**config.mk**
```make
export PLATFORM = sky130hd
export DESIGN_NAME = fetch_stage
export DESIGN_NICKNAME = d
export VERILOG_FILES = /design/src/rtl/fetch_stage.sv
export SDC_FILE = /design/constraint.sdc
export NUM_CORES = 1
export LEC_CHECK = 0
export CELL_PAD_IN_SITES_DETAIL_PLACEMENT = 0
export CELL_PAD_IN_SITES_GLOBAL_PLACEMENT = 2
export CORE_UTILIZATION = 38
export DETAILED_ROUTE_END_ITERATION = 10
export DONT_BUFFER_PORTS = 1
export PLACE_DENSITY = 0.94
export SLEW_MARGIN = 25
export SYNTH_ARGS = -nofsm -noshare
export SYNTH_HDL_FRONTEND = slang
export SYNTH_SLANG_ARGS = --single-unit
```
**constraint.sdc**
```tcl
create_clock -name clk -period 4.89 [get_ports clk]
set_input_delay 0.978 -clock clk [delete_from_list [all_inputs] [get_ports clk]]
set_output_delay 0.978 -clock clk [all_outputs]
set_load 0.005 [all_outputs]
```
**src/rtl/fetch_stage.sv**
```systemverilog
// -----------------------------------------------------------------------------
// fetch_stage -- instruction-fetch stage of the 5-stage RV32I pipeline.
//
// Owns the PC, issues one-at-a-time requests to instruction memory over a
// ready/valid handshake, and drives the IF/ID register read by decode.
// A response that arrives while decode is stalled is parked in a one-entry
// buffer (HOLD) so nothing is lost or refetched. A taken branch from EX
// redirects the PC, bubbles IF/ID and discards any in-flight response.
//
// Ports
//   clk, rst        rising-edge clock, synchronous active-high reset
//   pc_enable       hazard unit: PC may advance
//   if_id_enable    hazard unit: IF/ID may load
//   branch_taken    EX: redirect this cycle
//   branch_target   EX: redirect address (low two bits ignored)
//   imem_req/addr   request valid / address (address is always pc)
//   imem_ready      memory accepts when imem_req && imem_ready
//   imem_rvalid     in-order response valid, one per accepted request
//   imem_rdata      response instruction
//   if_id_pc/inst/valid  IF/ID pipeline register
// -----------------------------------------------------------------------------
module fetch_stage #(
  parameter int                XLEN     = 32,
  parameter logic [XLEN-1:0]   RESET_PC = '0,
  parameter logic [31:0]       NOP_INST = 32'h0000_0013
) (
  input  logic            clk,
  input  logic            rst,
  input  logic            pc_enable,
  input  logic            if_id_enable,
  input  logic            branch_taken,
  input  logic [XLEN-1:0] branch_target,
  output logic            imem_req,
  output logic [XLEN-1:0] imem_addr,
  input  logic            imem_ready,
  input  logic            imem_rvalid,
  input  logic [31:0]     imem_rdata,
  output logic [XLEN-1:0] if_id_pc,
  output logic [31:0]     if_id_inst,
  output logic            if_id_valid
);

  typedef enum logic [1:0] {
    S_FETCH = 2'd0,  // request outstanding on the bus this cycle
    S_WAIT  = 2'd1,  // request accepted, waiting for the response
    S_HOLD  = 2'd2   // response parked in buf_q until decode frees up
  } state_t;

  typedef struct packed {
    logic [XLEN-1:0] pc;
    logic [31:0]     inst;
    logic            valid;
  } ifid_t;

  state_t          state_q, state_n;
  logic [XLEN-1:0] pc_q, pc_n;
  logic            discard_q, discard_n;
  logic [31:0]     buf_q, buf_n;
  ifid_t           ifid_q, ifid_n;

  logic            advance;
  logic            hs;
  logic            load_new;
  logic [31:0]     new_inst;
  ifid_t           bubble;

  // Fetch addresses are word aligned; the low target bits are dropped.
  logic            unused_tgt_lsb;
  assign unused_tgt_lsb = ^branch_target[1:0];

  assign advance   = pc_enable && if_id_enable;
  // Request is a pure decode of registered state; held low while in reset
  // because the state register only settles on the first reset edge.
  assign imem_req  = (state_q == S_FETCH) && !rst;
  assign imem_addr = pc_q;
  assign hs        = imem_req && imem_ready;

  assign bubble.pc    = pc_q;
  assign bubble.inst  = NOP_INST;
  assign bubble.valid = 1'b0;

  always_comb begin
    state_n   = state_q;
    pc_n      = pc_q;
    discard_n = discard_q;
    buf_n     = buf_q;
    ifid_n    = ifid_q;
    load_new  = 1'b0;
    new_inst  = NOP_INST;

    if (branch_taken) begin
      // Redirect wins over everything, including a stalled decode.
      pc_n   = {branch_target[XLEN-1:2], 2'b00};
      ifid_n = bubble;
      buf_n  = NOP_INST;
      case (state_q)
        S_FETCH: begin
          // Accepted this cycle: its response is stale, swallow it later.
          state_n   = hs ? S_WAIT : S_FETCH;
          discard_n = hs;
        end
        S_WAIT: begin
          // Response arriving now is dropped on the floor; otherwise keep
          // waiting for it and drop it when it shows up.
          state_n   = imem_rvalid ? S_FETCH : S_WAIT;
          discard_n = !imem_rvalid;
        end
        default: begin
          state_n   = S_FETCH;
          discard_n = 1'b0;
        end
      endcase
    end else begin
      case (state_q)
        S_FETCH: begin
          if (hs) state_n = S_WAIT;
        end
        S_WAIT: begin
          if (imem_rvalid) begin
            if (discard_q) begin
              discard_n = 1'b0;
              state_n   = S_FETCH;
            end else if (advance) begin
              load_new = 1'b1;
              new_inst = imem_rdata;
            end else begin
              buf_n   = imem_rdata;
              state_n = S_HOLD;
            end
          end
        end
        S_HOLD: begin
          if (advance) begin
            load_new = 1'b1;
            new_inst = buf_q;
          end
        end
        default: state_n = S_FETCH;
      endcase

      if (load_new) begin
        ifid_n.pc    = pc_q;
        ifid_n.inst  = new_inst;
        ifid_n.valid = 1'b1;
        pc_n         = pc_q + XLEN'(4);
        state_n      = S_FETCH;
      end else if (if_id_enable) begin
        ifid_n = bubble;
      end
    end
  end

  always_ff @(posedge clk) begin
    if (rst) begin
      state_q      <= S_FETCH;
      pc_q         <= RESET_PC;
      discard_q    <= 1'b0;
      buf_q        <= NOP_INST;
      ifid_q.pc    <= '0;
      ifid_q.inst  <= NOP_INST;
      ifid_q.valid <= 1'b0;
    end else begin
      state_q   <= state_n;
      pc_q      <= pc_n;
      discard_q <= discard_n;
      buf_q     <= buf_n;
      ifid_q    <= ifid_n;
    end
  end

  assign if_id_pc    = ifid_q.pc;
  assign if_id_inst  = ifid_q.inst;
  assign if_id_valid = ifid_q.valid;

endmodule

```
==> impl_summary.md <==
Global route
The largest net degree at the start of global routing is 68. The global routing stage identified its most utilized layer as met2. The met1 routing resource usage after global routing is 22.50%. Global routing consumed, over all layers together, 19.54% of the routing resources. The total overflow reported by the global router is 0. The initial antenna violation count is 0. In the global route stage, met2 resource usage came out at 31.78%. The number of global-route vias before repair was 4451. The first global-routing pass estimated 22.66 mm of wire. The met3 layer usage reported by global route is 9.201%.

Synthesis
After synthesis, the largest family of logic cells by area is simple AND/OR/NAND/NOR gates. Sequential elements use 46.38% of the synthesized area. The synthesized netlist devotes 4.597% of its cell area to XOR and XNOR gates. By area the synthesized netlist is led by dfxtp_1 (46%), nand2_1 (11%), a21oi_1 (9.0%).

The number of warnings issued by yosys is 0. In this run, distinct cell masters in the synthesized netlist total 44. The multiplexer fraction of the synthesized cell area is 0.5661%. After synthesis, the share of flip-flops with an asynchronous set or reset is 0%. Counting flops and latches in the post-synthesis netlist gives 128. Synthesis produced 698 cells. The synthesized design contains 0 enable-type register cells. The biggest area contributor in the post-synthesis netlist is dfxtp_1. The synthesized netlist devotes 23.64% of its cell area to simple gates. The synthesized-area fraction occupied by ao, oa, aoi and oai cells is 18.93%. After synthesis, the mean cell area works out to 7.916 µm².

The arithmetic-cell share of the synthesized area counting full adders, half adders and majority gates is 1.132%. Summing every instance area after synthesis gives 0.005525 mm². The top-area cell type share of the netlist area is 46.38%.

The flip-flop cell with the highest count after synthesis is dfxtp_1.

Pwr
Of the total power, registers draw 43.8%. In this run, the clock network consumes 50.1% of the power. The switching fraction of total power is 24.91%. The total net switching power is 0.0006374 W. In this run the static leakage power is 2.069 nW. The worst-case IR drop observed on VDD is 0.0002276 V. The total power per unit cell area is 413.9 mW/mm². The total chip power is 0.002558 W.

The internal power is 0.001921 W. The power share of the combinational group is 6.1%.

Cells and area
At the end of the flow, the number of nets in the layout was 745. Of the cells placed in the final design, the portion with a size suffix greater than 1 is 7.918%. The number of antenna diodes in the final layout is 0. The finished layout holds 862 standard cells, fillers aside.

The final non-filler cell area is 0.006181 mm². The final core utilization is 44.02%. Relative to the synthesized area, the layout overhead comes to 11.87%. The layout has 1377 filler cells.

Timing
The max-slew violation total from the final report is 0. In the finished design, the share of the clock period the worst path needs comes to 53.29%. The minimum period implied by the final worst setup slack is 2.606 ns. At the pin with the least slew margin, the transition time is 0.6557 ns.

The relative slew slack is 56.13%. Between clock sinks in the finished design, the worst skew comes to 0.01396 ns. In the final timing run, aggregate negative setup slack is 0 ns. Setup repair after global routing left no endpoint under its margin. The final hold violation count is 0. Setup violations remaining at the end of the flow were counted as 0.

For this run, the top clock speed supported by timing is 383.7 MHz.

Critical path
STA classifies the critical path startpoint as a flop. For the worst setup path, the data arrival time is 2.95 ns. Data on the critical path is required at its endpoint by 5.23 ns.

The capturing element type of the critical path is a flop. The largest individual stage delay along the critical path comes from the cell and2_2. Traced cell by cell, the critical path runs through inv_1 -> ha_1 -> and3b_1 -> buf_4 -> and2_2 -> nand2_1 -> a21oi_1. By startpoint and endpoint, the worst setup path is classified as flop to flop. The largest single stage delay on the critical path is 0.65 ns. The critical-path maximum fanout is 32.

Routing
The average via count per standard cell is 5.420. The count of nets left with antenna violations once routing finished came out at 0. The first-iteration detailed-routing DRC count is 264. The routed design has 14.38 mm of wire. In the routed design, unresolved DRC markers number 0. The first-pass iteration count of the detailed router is 5. After detailed routing, the average wire length per cell comes to 16.69 µm.

Summing over every cut layer, the via total after detailed routing is 4672.

Placement
In this run the cell area measured after placement is 0.005569 mm². The detailed-placement wirelength estimate is 9.634 mm. During placement, the flow inserted port buffers numbering 0. The number of placed instances with taps included is 830. The last weighted congestion value of the routability-driven placer is 0.7985.

Floorplanning
The height of the die is 122.6 µm. The overall die area is 0.01503 mm². The effective utilization at floorplan is 39.35%. The region available for standard cell placement spans 0.01404 mm². The die span in x is 122.6 µm. Pin placement for this block handled 169 I/O pins. Row generation in the floorplan step produced 43 rows.

CTS
The buffer type at the clock tree root is clkbuf_16. Once the clock tree was built, the setup fixing pass inserted 0 buffers. The later-pin clock latency in the skew report is 0.42 ns. Clock tree synthesis found a total of 128 sinks. The clock transition time at the flip-flop clock pins of the worst setup and hold paths is 0.06 ns. The maximum count of clock buffers along a single path is 2.

The number of H-tree levels is 4. After clock tree synthesis, the repair step resized 0 gates. TritonCTS built the clock tree. The number of clock buffers inserted by TritonCTS is 17. In this run, post-CTS hold repair placed 0 buffers.

Outcome
The flow ran to the end, and the final reports show no timing, DRC or antenna violations.

Min path
The kind of path behind the tightest hold check is flop to flop.

Run
The number of maximum-capacitance constraint violations is 0.
[flip-flops by register name (all words and copies together), names as in the netlist]
| name | cells |
|---|---|
| if_id_inst | 32 |
| state_q | 2 |
| imem_addr | 30 |
| buf_q | 32 |
| if_id_valid | 1 |
| if_id_pc | 30 |
| discard_q | 1 |
[per-stage QoR]
stage	hold WS [ns]	setup slack [ns]
2_1_floorplan	0.4368	2.519
6_report	0.4558	2.284
3_3_place_gp	0.4415	1.710
4_1_cts	0.4565	2.265
3_5_place_dp	0.4486	2.036
5_1_grt	0.4785	2.049
[path summary, 6_finish.rpt]
path,start,endpoint,slack (ns),depth (start not counted)
max reg2reg,state_q[1]$_SDFFE_PP0P_,buf_q[19]$_SDFFE_PP0P_,2.28,7
min,buf_q[31]$_SDFFE_PP0P_,buf_q[31]$_SDFFE_PP0P_,0.46,2
max,state_q[1]$_SDFFE_PP0P_,buf_q[19]$_SDFFE_PP0P_,2.28,7
min reg2reg,buf_q[31]$_SDFFE_PP0P_,buf_q[31]$_SDFFE_PP0P_,0.46,2
[final cells by class]
type                       instances  area, µm²  share of cell area [%]
clock inverter                    13      153.9                   2.490
tap                              180      225.2                   3.644
inverter                           4      15.01                  0.2429
clock buffer                      19      452.9                   7.328
sequential                       128       2562                   41.46
timing repair buffer               6      45.04                  0.7287
multi-input combinational        512       2726                   44.11
[logic make-up (layout without fill, tap and decap cells)]
family                   after synthesis  after routing
multiplexers                           3              3
adder cells (fa/ha/maj)                5              5
XOR/XNOR                              29             29
buffers and inverters                 61             42
AND/OR/NAND/NOR                      301            301
other                                  1              4
AO/OA/AOI/OAI                        170            170
flip-flops                           128            128
[layout by cell type, fill, tap and decap left out, types with 2 or more instances in the layout]
master / synthesis / routed
nand3_1: 13 / 13
ha_1: 5 / 5
nor2b_1: 5 / 5
nor4_2: 2 / 2
clkinvlp_4: 0 / 4
and3_1: 5 / 5
clkbuf_8: 0 / 2
nand2_2: 0 / 2
o2111ai_1: 5 / 5
nor3_1: 5 / 5
xnor2_1: 17 / 17
a21oi_1: 99 / 99
bufinv_16: 0 / 2
nor4_4: 2 / 2
nand4_1: 8 / 8
a22oi_1: 29 / 29
nand2_1: 158 / 156
nor2_1: 90 / 89
o2111a_1: 2 / 2
mux2i_1: 2 / 2
and4_1: 3 / 3
clkinv_4: 0 / 3
buf_4: 4 / 6
o21ai_0: 5 / 5
inv_1: 4 / 4
a211oi_1: 20 / 20
o22ai_1: 3 / 3
xor2_1: 12 / 12
inv_6: 0 / 3
and2_1: 3 / 2
clkbuf_16: 0 / 17
dfxtp_1: 128 / 128
conb_1: 1 / 4
a211oi_2: 2 / 2
[cells in the mapped netlist, drive strengths merged (2+ instances only)]
cell type / count
nor4: 4
inv: 4
o2111ai: 6
and3: 5
nand3: 13
nand2: 158
clkbuf: 42
nor2: 90
ha: 5
o2111a: 2
a21oi: 99
and2: 3
xor2: 12
a211oi: 22
nand4: 9
buf: 15
o22ai: 3
mux2i: 2
o21ai: 6
nor2b: 5
a22oi: 29
xnor2: 17
and4: 4
dfxtp: 128
nor3: 5
[critical path: cells and delay by family, from the launching register on]
kind                     cells  cell delay, ns
AND/OR/NAND/NOR              3            1.25
buffers and inverters        2            0.52
flip-flops                   1            0.32
adder cells (fa/ha/maj)      1            0.27
AO/OA/AOI/OAI                1            0.17
[power groups by stage]
stage               sequential (W)  clock, W  combinational (W)
floorplan                  0.00113         0           0.000140
global placement           0.00114         0           0.000151
detailed placement         0.00114         0           0.000156
CTS                        0.00112   0.00131           0.000156
global route               0.00113   0.00136           0.000178
finish                     0.00112   0.00128           0.000156
[layer usage]
layer	wire [µm]	part of all wire, %	vias to the layer above
met5	0	0	-
met3	1315	9.1	14
met2	6874	48	155
met1	6004	42	2186
li1	-	-	2317
met4	189	1.3	0
(Power assumes the default switching activity.)
